[src/rtl/usr_sw_debounce.sv]
// Switch debouncer for the user DIP switches.
// Each raw bit is brought into sys0_clk through a two-flop synchronizer. It is
// accepted as a new level only after it has differed from the published level
// for DEBOUNCE_CYCLES consecutive cycles. Accepted changes are folded into a
// single pending event on a valid/ready handshake.
module usr_sw_debounce #(
  parameter int WIDTH           = 8,
  parameter int DEBOUNCE_CYCLES = 200000,
  parameter int CNT_W           = 18
) (
  input  logic             sys0_clk,
  input  logic             sys0_rstn,
  input  logic [WIDTH-1:0] usr_sw_i,
  output logic [WIDTH-1:0] sw_stable,
  output logic             evt_valid,
  input  logic             evt_ready,
  output logic [WIDTH-1:0] evt_sw,
  output logic [WIDTH-1:0] evt_mask
);

  localparam logic [CNT_W-1:0] CNT_LAST = CNT_W'(DEBOUNCE_CYCLES - 1);

  logic [WIDTH-1:0] r_s1;
  logic [WIDTH-1:0] r_s2;
  logic [WIDTH-1:0] r_stable;
  logic [CNT_W-1:0] r_cnt [WIDTH];
  logic             r_evt_valid;
  logic [WIDTH-1:0] r_evt_sw;
  logic [WIDTH-1:0] r_evt_mask;

  logic [WIDTH-1:0] w_tog;
  logic [WIDTH-1:0] w_stable_nxt;
  logic [CNT_W-1:0] w_cnt_nxt [WIDTH];
  logic             w_chg;
  logic             w_evt_valid_nxt;
  logic [WIDTH-1:0] w_evt_sw_nxt;
  logic [WIDTH-1:0] w_evt_mask_nxt;

  // Per-bit stability counters: a bit that agrees with the published level
  // clears its counter. The counter is cleared again at the terminal count,
  // which is also where the new level is accepted, so it can never wrap.
  always_comb begin
    w_tog        = '0;
    w_stable_nxt = r_stable;
    for (int i = 0; i < WIDTH; i++) begin
      w_cnt_nxt[i] = '0;
      if (r_s2[i] != r_stable[i]) begin
        if (r_cnt[i] == CNT_LAST) begin
          w_stable_nxt[i] = r_s2[i];
          w_tog[i]        = 1'b1;
        end else begin
          w_cnt_nxt[i] = r_cnt[i] + CNT_W'(1);
        end
      end
    end
  end

  // Event register: an accept retires the current event, and any toggle in the
  // same cycle either opens a fresh event or coalesces into the pending one.
  always_comb begin
    w_chg           = (w_tog != '0);
    w_evt_valid_nxt = r_evt_valid;
    w_evt_sw_nxt    = r_evt_sw;
    w_evt_mask_nxt  = r_evt_mask;
    if (r_evt_valid && evt_ready) begin
      w_evt_valid_nxt = 1'b0;
      w_evt_mask_nxt  = '0;
      if (w_chg) begin
        w_evt_valid_nxt = 1'b1;
        w_evt_mask_nxt  = w_tog;
        w_evt_sw_nxt    = w_stable_nxt;
      end
    end else if (w_chg) begin
      w_evt_valid_nxt = 1'b1;
      w_evt_mask_nxt  = r_evt_valid ? (r_evt_mask | w_tog) : w_tog;
      w_evt_sw_nxt    = w_stable_nxt;
    end
  end

  // State registers: the synchronizer, the counters and the event all clear on reset.
  always_ff @(posedge sys0_clk) begin
    if (!sys0_rstn) begin
      r_s1        <= '0;
      r_s2        <= '0;
      r_stable    <= '0;
      r_evt_valid <= 1'b0;
      r_evt_sw    <= '0;
      r_evt_mask  <= '0;
      for (int i = 0; i < WIDTH; i++) begin
        r_cnt[i] <= '0;
      end
    end else begin
      r_s1        <= usr_sw_i;
      r_s2        <= r_s1;
      r_stable    <= w_stable_nxt;
      r_evt_valid <= w_evt_valid_nxt;
      r_evt_sw    <= w_evt_sw_nxt;
      r_evt_mask  <= w_evt_mask_nxt;
      for (int i = 0; i < WIDTH; i++) begin
        r_cnt[i] <= w_cnt_nxt[i];
      end
    end
  end

  assign sw_stable = r_stable;
  assign evt_valid = r_evt_valid;
  assign evt_sw    = r_evt_sw;
  assign evt_mask  = r_evt_mask;

endmodule

[config.mk]
export PLATFORM = sky130hd
export DESIGN_NAME = usr_sw_debounce
export DESIGN_NICKNAME = d
export VERILOG_FILES = /design/src/rtl/usr_sw_debounce.sv
export SDC_FILE = /design/constraint.sdc
export NUM_CORES = 1
export LEC_CHECK = 0
export CELL_PAD_IN_SITES_DETAIL_PLACEMENT = 0
export CELL_PAD_IN_SITES_GLOBAL_PLACEMENT = 2
export CORE_AREA = 2 2 146 148
export DETAILED_ROUTE_END_ITERATION = 10
export DIE_AREA = 0 0 148 150
export GPL_ROUTABILITY_DRIVEN = 1
export GPL_TIMING_DRIVEN = 0
export MAX_ROUTING_LAYER = met4
export PLACE_DENSITY_LB_ADDON = 0.25
export SETUP_SLACK_MARGIN = 0.4
export SYNTH_ARGS = -nofsm -noshare
export SYNTH_HDL_FRONTEND = slang
export SYNTH_SLANG_ARGS = --single-unit
[constraint.sdc]
create_clock -name sys0_clk -period 2.3 [get_ports sys0_clk]
set_input_delay 0.575 -clock sys0_clk [delete_from_list [all_inputs] [get_ports sys0_clk]]
set_output_delay 0.575 -clock sys0_clk [all_outputs]
set_load 0.02 [all_outputs]
==> key figures <==
Run status
  • Status: finished clean

Timing
  • Max Clk Rate: 0.495 GHz
  • Final setup viols: 0
  • Slew @ Worst Pin: 544 ps
  • Period utilisation layout: 87.8%
  • Final Hold Viols: 0
  • Skew final: 7.36 ps
  • Relative slew slack: 63.4%
  • RSZ-0062 raised after global routing: yes
  • Max-slew violations: 0
  • Min cycle time layout: 2020 ps

Global route
  • Gr usage total: 16.4%
  • Largest net degree at the start of global routing: 17
  • Initial antenna violation count: 0
  • Most Used Layer, Global Route: met2
  • First-pass GRT wire length: 28.4 mm
  • Routing usage on met2: 27.8%
  • Met3 Usage GRT: 3.11%
  • Vias in the first global route: 5,877
  • Grt ovf: 0
  • Met1 GRT Util: 19.8%

Pwr
  • Sequential share of power: 50.4%
  • Int Pwr: 5.12 mW
  • Switching pwr: 1.28 mW
  • Clk pwr share: 48.0%
  • Peak VDD IR: 0.000478 V
  • Leakage power: 3.46 nW
  • Pwr per Cell Area: 662 nW/µm²
  • Net Sw Frac: 20.0%
  • Logic pwr share: 1.6%
  • Pwr Total: 6.39 mW

Critical path
  • Crit. Startpoint: r_cnt[1][9]
  • R2r endpoint: evt_mask[7]
  • CP Class: register to register
  • Startpoint types: register
  • Critical Path AT: 2330 ps
  • Reg2Reg Setup Slack: 280 ps
  • CP max FO: 4
  • R2R cell count: 6
  • Worst Path Required: 2610 ps
  • Reg2reg start: r_cnt[1][9]
  • Critical Path End Type: register

Yosys
  • Top cell type's share of synthesized area: 48.1%
  • Cell taking the most area after synthesis: dfxtp_1
  • Mapped Nets: 873
  • Mapped Area: 7690 µm²
  • Synth cell types: 48
  • Post-synth EDFFs: 0
  • Yosys reg bits: 185
  • Cells after Synth: 854
  • Asr flop ratio synth: 0%
  • YS warnings: 0
  • Top FF cell, synth: dfxtp_1
  • Avg Inst Size Synth: 9.01 µm²
  • Sequential area share after synthesis: 48.1%
  • Ranking of synthesized cells by area: dfxtp_1 (48%), xor2_1 (9.4%), nor2_1 (7.9%)

Run
  • Max_cap viols: 0

Routing
  • DRT Pass-1 Iters: 4
  • Initial drt markers: 282
  • Drt wl/cell: 14.1 µm
  • Via density: 4.92
  • Antenna-violating nets left: 0
  • Drt drc: 0
  • Drt total wl: 17.3 mm
  • Routed via count: 6,033

Layout
  • Layout cells sized above 1: 17.2%
  • Filler instances: 2,004
  • Register area: 3740 µm²
  • Area occupied by multi-input gates: 4250 µm²
  • Fin util: 46.7%
  • Layout Cells excl Fill: 1,226
  • Diodes inserted: 0
  • Final net count: 957
  • Area Overhead vs Synth: 25.6%

CTS
  • Clk buf depth: 2
  • H-tree depth: 4
  • TritonCTS Buffers: 17
  • Clk_lat worst skew: 420 ps
  • Total clock sinks: 185
  • CTS clk-pin slew, worst paths: 70 ps
  • CTS root buffer: clkbuf_16
  • CTS tree: yes

Hold path
  • Hold Crit Start: r_cnt[1][36]
  • Worst hold stages: 1
  • Hold EP: r_cnt[1][36]
  • Hold crit path type: register to register

Floorplan
  • Die area: 22,200 µm²
  • Die Span Y: 150 µm
  • Core ar.: 20,700 µm²
  • Initial Util: 37.2%
  • Rows: 53
  • Die W: 148 µm
  • Top Ports: 36

Placement
  • I/O Buffers: 35
  • Placed insts: 1,164
  • DP HPWL: 12.0 mm
  • RD Place Congestion: 0.796
-- metal layers --
| layer | up-vias | wire length [µm] |
|---|---|---|
| met4 | 0 | 261 |
| met2 | 63 | 8560 |
| li1 | 3072 | - |
| met3 | 15 | 492 |
| met1 | 2883 | 8020 |
| met5 | - | 0 |
-- state kept, by name, indices dropped and copies added, names as in the netlist --
register	count
sw_stable	8
r_cnt	144
evt_valid	1
r_s2	8
r_s1	8
evt_sw	8
evt_mask	8
-- critical path, cell delays in order, from the launching register on --
cell and delay (ps):
dfxtp_4 350, or4bb_4 530, nor3_4 190, and3_4 250, nor4_2 50, a32o_2 310
a32o_2 220
-- layout by cell type, fill, tap and decap left out, types with 17 or more instances in the layout --
cell type        n
xnor2_1         44
dlygate4sd2_1   25
xor2_1          83
nor2_1         160
clkbuf_16       17
and2_1          27
nand3_1         49
dfxtp_1        162
dfxtp_2         18
buf_4           32
nand2_1         67
and3_1          22
a21oi_1         19
nand4_1         26
-- metrics by stage --
stage | hold slack [ps] | TNS (ps) | area, µm² | setup WS (ps)
after floorplan | 412 | 0 | 7730 | 384
after global routing | 443 | 0 | 9660 | 216
final | 415 | 0 | 9660 | 281
after CTS | 419 | 0 | 9330 | 231
after global placement | 417 | -43900 | 8420 | -678
after detailed placement | 419 | -46980 | 8420 | -728
-- how the worst max path moves through the flow --
stage / to / slack (ps) / depth (start not counted)
finish: evt_mask[7] / 280 / 6
detailed placement: r_cnt[1][47] / -730 / 6
global route: evt_mask[0] / 220 / 6
CTS: evt_mask[7] / 230 / 6
global placement: r_cnt[1][51] / -680 / 6
floorplan: evt_mask[7] / 380 / 6
-- cell usage after synthesis (6+ instances only) --
library cell,number
nand3_1,58
dfxtp_1,185
xor2_1,83
nand2_1,69
clkbuf_1,11
xnor2_1,44
ha_1,8
or3_1,12
nor2_1,162
nor4_1,10
inv_1,14
and2_1,27
nand4_1,26
buf_2,6
mux2_2,8
and4_1,9
a21oi_1,19
o21ai_0,12
nor3_1,14
and3_1,26
-- area by class of cell --
cell class | count | area share [%]
tap | 275 | 3.56
clock inverter | 6 | 1.14
timing repair buffer | 64 | 5.56
multi-input combinational | 639 | 44.0
buffer | 17 | 1.20
sequential | 185 | 38.8
inverter | 14 | 0.544
clock buffer | 26 | 5.27
-- what timing repair did --
action                                  in CTS  in global routing
pin swaps                                   19                 19
gates resized for setup                     98                 45
buffers inserted                             9                 20
endpoints found under the setup margin     193                101
gates cloned                                 1                  0
endpoints found under the hold margin        0                  0
hold buffers                                 0                  0
-- power groups by stage --
stage / combinational, mW / clock [mW] / sequential, mW
CTS: 0.104 / 3.15 / 3.23
global route: 0.114 / 3.29 / 3.22
finish: 0.102 / 3.07 / 3.22
detailed placement: 0.0941 / 0 / 3.30
floorplan: 0.0497 / 0 / 3.30
global placement: 0.0931 / 0 / 3.30
-- cells by family after synthesis --
family	count (synthesis)	synth area share, %
simple gates	447	29.4
flops	185	48.1
xor+xnor	127	14.5
buf+inv	31	1.61
compound gates	45	3.58
mux	11	1.56
fa+ha+maj	8	1.30
(Power assumes the default switching activity.)
